[config.mk]
export PLATFORM = sky130hd
export DESIGN_NAME = game_flow_ctrl
export DESIGN_NICKNAME = d
export VERILOG_FILES = /design/src/rtl/game_flow_ctrl.sv
export SDC_FILE = /design/constraint.sdc
export NUM_CORES = 1
export LEC_CHECK = 0
export ABC_AREA = 1
export CORE_MARGIN = 5
export CORE_UTILIZATION = 43
export DETAILED_ROUTE_END_ITERATION = 10
export PLACE_DENSITY = 0.89
export SYNTH_ARGS = -nofsm -noshare
export SYNTH_HDL_FRONTEND = slang
export SYNTH_SLANG_ARGS = --single-unit
[constraint.sdc]
create_clock -name clk -period 1.78 [get_ports clk]
set_input_delay 0.178 -clock clk [delete_from_list [all_inputs] [get_ports clk]]
set_output_delay 0.178 -clock clk [all_outputs]
set_load 0.02 [all_outputs]
[src/rtl/game_flow_ctrl.sv]
// rtl/game_flow_ctrl.sv - game flow state machine: idle, play, respawn and end handling
//
// Sequences a single game: waits for a start-key edge, runs the round timer while
// playing, handles player hits with a timed respawn, and decides win or loss at
// the end of the round. Every output comes straight from a register.
//
// Ports:
//   clk, resetN              clock and asynchronous active-low reset
//   start_key                keypad level, rising edge starts / restarts a game
//   one_sec                  one-cycle tick per second
//   player_hit, tc           one-cycle events: player hit, round timer expired
//   score[15:0]              current score (unsigned)
//   state[1:0]               IDLE=0, PLAY=1, RESPAWN=2, END=3
//   lives[1:0], lives_over   remaining lives, lives exhausted in END
//   timer_en                 round timer enable (PLAY only)
//   game_init, respawn       one-cycle pulses
//   game_over, win, loss     end-of-game status

module game_flow_ctrl #(
  parameter int          LIVES_INIT      = 3,
  parameter logic [15:0] SCORE_THRESHOLD = 16'd10,
  parameter int          RESPAWN_SEC     = 2,
  parameter int          END_SEC         = 3
) (
  input  logic        clk,
  input  logic        resetN,
  input  logic        start_key,
  input  logic        one_sec,
  input  logic        player_hit,
  input  logic        tc,
  input  logic [15:0] score,
  output logic [1:0]  state,
  output logic [1:0]  lives,
  output logic        lives_over,
  output logic        timer_en,
  output logic        game_init,
  output logic        respawn,
  output logic        game_over,
  output logic        win,
  output logic        loss
);

  localparam int MAX_SEC = (RESPAWN_SEC > END_SEC) ? RESPAWN_SEC : END_SEC;
  localparam int TW      = ($clog2(MAX_SEC + 1) > 3) ? $clog2(MAX_SEC + 1) : 3;

  typedef enum logic [1:0] {
    S_IDLE    = 2'd0,
    S_PLAY    = 2'd1,
    S_RESPAWN = 2'd2,
    S_END     = 2'd3
  } state_e;

  state_e        state_q, state_d;
  logic [1:0]    lives_q, lives_d;
  logic [TW-1:0] tick_q, tick_d;
  logic          key_d_q;
  logic          win_q, win_d;
  logic          loss_q, loss_d;
  logic          lives_over_q, lives_over_d;
  logic          timer_en_q, timer_en_d;
  logic          game_init_q, game_init_d;
  logic          respawn_q, respawn_d;
  logic          game_over_q, game_over_d;

  logic          start_edge;
  logic          score_ok;
  logic [TW-1:0] tick_inc;

  assign start_edge = start_key & ~key_d_q;
  assign score_ok   = (score >= SCORE_THRESHOLD);
  assign tick_inc   = tick_q + TW'(1);

  // State register. key_d resets high so a key held through reset cannot start a game.
  always_ff @(posedge clk or negedge resetN) begin
    if (!resetN) begin
      state_q      <= S_IDLE;
      lives_q      <= 2'd0;
      tick_q       <= '0;
      key_d_q      <= 1'b1;
      win_q        <= 1'b0;
      loss_q       <= 1'b0;
      lives_over_q <= 1'b0;
      timer_en_q   <= 1'b0;
      game_init_q  <= 1'b0;
      respawn_q    <= 1'b0;
      game_over_q  <= 1'b0;
    end else begin
      state_q      <= state_d;
      lives_q      <= lives_d;
      tick_q       <= tick_d;
      key_d_q      <= start_key;
      win_q        <= win_d;
      loss_q       <= loss_d;
      lives_over_q <= lives_over_d;
      timer_en_q   <= timer_en_d;
      game_init_q  <= game_init_d;
      respawn_q    <= respawn_d;
      game_over_q  <= game_over_d;
    end
  end

  // Next-state logic. The tick counter is cleared on every transition.
  always_comb begin
    state_d = state_q;
    lives_d = lives_q;
    tick_d  = tick_q;
    win_d   = win_q;
    loss_d  = loss_q;
    case (state_q)
      S_IDLE: begin
        win_d  = 1'b0;
        loss_d = 1'b0;
        if (start_edge) begin
          state_d = S_PLAY;
          lives_d = 2'(LIVES_INIT);
          tick_d  = '0;
        end
      end
      S_PLAY: begin
        win_d  = 1'b0;
        loss_d = 1'b0;
        if (player_hit) begin
          tick_d = '0;
          if (lives_q <= 2'd1) begin
            // Last life gone: loss regardless of a coincident tc.
            lives_d = 2'd0;
            state_d = S_END;
            loss_d  = 1'b1;
          end else begin
            lives_d = lives_q - 2'd1;
            if (tc) begin
              // Timer expiry in the same cycle skips the respawn.
              state_d = S_END;
              win_d   = score_ok;
              loss_d  = ~score_ok;
            end else begin
              state_d = S_RESPAWN;
            end
          end
        end else if (tc) begin
          tick_d  = '0;
          state_d = S_END;
          win_d   = score_ok;
          loss_d  = ~score_ok;
        end
      end
      S_RESPAWN: begin
        if (one_sec) begin
          if (tick_inc == TW'(RESPAWN_SEC)) begin
            state_d = S_PLAY;
            tick_d  = '0;
          end else begin
            tick_d = tick_inc;
          end
        end
      end
      default: begin // S_END
        if (start_edge && (tick_q == TW'(END_SEC))) begin
          state_d = S_IDLE;
          tick_d  = '0;
          win_d   = 1'b0;
          loss_d  = 1'b0;
        end else if (one_sec && (tick_q < TW'(END_SEC))) begin
          tick_d = tick_inc;
        end
      end
    endcase
  end

  // Output logic, computed from the upcoming state so the registered outputs
  // line up with the state they describe.
  always_comb begin
    timer_en_d   = (state_d == S_PLAY);
    game_over_d  = (state_d == S_END);
    lives_over_d = (state_d == S_END) && (lives_d == 2'd0);
    game_init_d  = (state_q == S_IDLE) && (state_d == S_PLAY);
    respawn_d    = (state_q == S_RESPAWN) && (state_d == S_PLAY);
  end

  assign state      = state_q;
  assign lives      = lives_q;
  assign lives_over = lives_over_q;
  assign timer_en   = timer_en_q;
  assign game_init  = game_init_q;
  assign respawn    = respawn_q;
  assign game_over  = game_over_q;
  assign win        = win_q;
  assign loss       = loss_q;

endmodule

==> results of run 1 <==
-- logic make-up after synthesis --
| kind of cell | Yosys count | synth area share [%] |
|---|---|---|
| fa+ha+maj | 3 | 4.32 |
| buf+inv | 16 | 6.91 |
| compound gates | 6 | 4.60 |
| simple gates | 72 | 40.9 |
| flops | 15 | 43.3 |
-- metal layers --
metal  global-route usage [%]  vias to the layer above
li1                         -                      425
met3                     5.63                        6
met2                     27.8                       22
met4                     4.45                        0
met5                        0                        -
met1                     16.5                      388
-- power by group through the flow --
stage	registers (mW)	logic, mW	clock network, mW
after floorplan	0.707	0.511	0
after global placement	0.575	0.995	0
after detailed placement	0.584	1.03	0
after CTS	0.578	1.04	0.193
after global routing	0.594	1.14	0.217
final	0.577	1.03	0.183
-- stage by stage --
stage | instance area, µm² | hold WS, ns | power [mW] | util (%)
3_3_place_gp | 1220 | 0.465 | 1.57 | 62.9
6_report | 1250 | 0.285 | 1.79 | 64.3
2_1_floorplan | 870 | -0.118 | 1.22 | -
3_5_place_dp | 1220 | 0.471 | 1.61 | 62.9
4_1_cts | 1250 | 0.299 | 1.81 | 64.3
5_1_grt | 1250 | 0.331 | 1.95 | 64.3
-- cell usage in the layout (no fill, tap or decap), types with 4 or more instances in the layout --
| master | instances |
|---|---|
| clkdlybuf4s50_1 | 31 |
| nand2_1 | 28 |
| nor2_1 | 17 |
| dfrtp_1 | 14 |
| inv_1 | 12 |
| nand3_1 | 9 |
| nor2_2 | 4 |
| nand3_2 | 4 |
| nand2_2 | 4 |
-- cells in the mapped netlist --
library cell	number
nor2_1	17
nand4_1	1
o21bai_1	1
nor3_1	1
a31oi_1	1
dfstp_2	1
nand3_2	4
o21a_1	1
clkinv_1	1
o21ai_2	1
nand4_2	1
ha_1	3
nand2_1	28
inv_1	12
o21ai_1	1
dfrtp_1	14
nor2b_2	1
nor2_2	4
nand3_1	9
inv_2	3
nor2_4	1
nand2_2	4
nand3b_1	1
o21ai_0	1
-- path summary, 6_finish.rpt --
check	from	endpoint	slack, ns
worst min-delay path	resetN	tick_q[0]$_DFFE_PN0P_	0.29
worst min register to register	win$_DFFE_PN0P_	win$_DFFE_PN0P_	0.49
worst max register to register	tick_q[0]$_DFFE_PN0P_	timer_en$_DFF_PN0_	0.10
max in group asynchronous	resetN	loss$_DFFE_PN0P_	1.08
worst max-delay path	tick_q[0]$_DFFE_PN0P_	timer_en$_DFF_PN0_	0.10
min in group clk	start_key	key_d_q$_DFF_PN1_	0.44
-- layout make-up --
cell class,count,share of cell area (%)
multi-input cells,81,34.7
flip-flops and latches,15,30.2
repair buffers,32,25.5
inverters,16,4.81
well taps,27,2.71
clock buffers,3,1.80
clock inverters,1,0.401
-- critical path, delay by kind of cell (launching register included) --
kind	cells	cell delay (ns)
fa+ha+maj	2	0.52
flops	1	0.44
compound gates	2	0.41
simple gates	2	0.22
==> results.txt, run 1 <==
Worst path arrival time: 1.86 ns
# Post-CTS Setup Buffers: 0
Root buffer cell: clkbuf_4
Result of the run: finished clean
Worst path slowest cell: dfrtp_1
Startpoint class of the critical path: flip-flop
Critical path cell sequence: ha_1, ha_1, nand2_1, o21ai_0, nand3_2, a31oi_1
Synthesized netlist net count: 137
CTS tree: yes
Detail-routed via count per cell: 4.81
Unrepaired setup endpoints after global routing: no
Met2 wire len: 1020 µm
Worst Path Required: 1.96 ns
Net switching power figure: 0.800 mW
Part of the power in registers: 32.2%
Post-Route Setup TNS: 0 ns
Top-area cell type share of the netlist area: 40.3%
Top metal layer carrying routed signals: met4
Unique masters post-synth: 24
Fraction of layout instances using a drive strength above 1: 16.9%
Relative max-transition margin: 57.3%
First-pass GRT wire length: 3280 µm
Routability congestion estimate from global placement: 0.834
Sequential Area: 377 µm²
Overall die width: 55.0 µm
I/O Pins: 33
1st-pass router iterations: 4
Top cells by area in the synthesized netlist: dfrtp_1, nand2_1, nor2_1
Internal power component: 0.989 mW
Pwr/cell area: 1430 nW/µm²
Total DRC errors in the routed layout: 0
Number of warnings issued by yosys: 0
Worst slack after detailed placement: 0.196 ns
Number of antenna cells inserted: 0
Final cell count without fillers: 175
Reg clk slew, reported paths: 0.08 ns
Overall routing resource usage: 15.3%
Final critical-path share of the clock period: 94.3%
Iteration-0 DRC Markers: 23
Floorplan core area: 1940 µm²
Number of fill cells: 169
Largest buffer count on any clock path: 2
Comb pwr share: 57.5%
Worst path setup slack after routing: 0.101 ns
Multi-input gate area in the final layout: 433 µm²
DRT Wirelength: 1960 µm
Clock buffers created by TritonCTS: 3
Die Ht: 55.0 µm
Post-synthesis instance area: 870 µm²
Peak supply drop: 0.00125 V
Detailed-route via count: 841
Number of levels the H-tree was split into: 1
Maximum clock rate: 595 MHz
Max Clock Skew: 0.00676 ns
Transition time of the tightest slew-check pin: 0.638 ns
Hold/Removal Path Class: in2async
Number of global-route vias before repair: 787
Cell leakage power: 0.602 nW
Clock Power Share: 10.2%
Most common cell type on the critical path: ha_1
Clock network latency to the later pin of the worst-skew pair: 0.28 ns
Max-capacitance violation count: 0
Pin count of the biggest net entering global routing: 16
Die Outline Area: 3020 µm²
Num Clock Sinks: 15
Avg Cell Area, Syn: 7.76 µm²
Critical path class: reg2reg
Starting density of the core: 44.8%
Most area-hungry cell type in the Yosys netlist: dfrtp_1
Number of antenna violations at the first check in global routing: 0
Share of the yosys chip area belonging to registers: 43.3%
Placed wire-length estimate after detailed placement: 1670 µm
Routed metal-1 wire length: 769 µm
Endpoints failing setup: 0
Register-to-Register Path Depth: 6
Total of flip-flops plus latches after synthesis: 15
Final Hold Vio Count: 0
Post-CTS Hold Fix Bufs: 0
Number of flip-flops under the largest register name: 3
Longest individual stage delay on the worst path: 0.44 ns
Sw frac: 44.7%
Grt ovf: 0
Average detailed-routed wire length per instance: 11.2 µm
Cell count after placement: 171
Count of antenna-violating nets left after detailed routing: 0
Number of port buffers: 31
Std-Cell Rows: 16
Number of instances in the synthesized netlist: 112
Met3 wirelength from detailed routing: 136 µm
Worst-path fanout max: 5
Number of pins exceeding their max-slew limit in the final report: 0
Final worst path period need: 1.68 ns
Post-layout nets: 174
Register bank with the most flops: tick_q
Number of cells upsized or downsized after cts: 0
Area added between synthesis and finish: 43.6%
Type of element capturing the critical path: flip-flop
Power figures use the tool's default switching activity.
==> run 2: changes to the inputs <==
--- a/config.mk
+++ b/config.mk
@@ -13,3 +13,4 @@
 export SYNTH_ARGS = -nofsm -noshare
 export SYNTH_HDL_FRONTEND = slang
 export SYNTH_SLANG_ARGS = --single-unit
+export TNS_END_PERCENT = 20
==> results of run 2 <==
The final DEF is identical to that of run 1; final timing and power are the same.
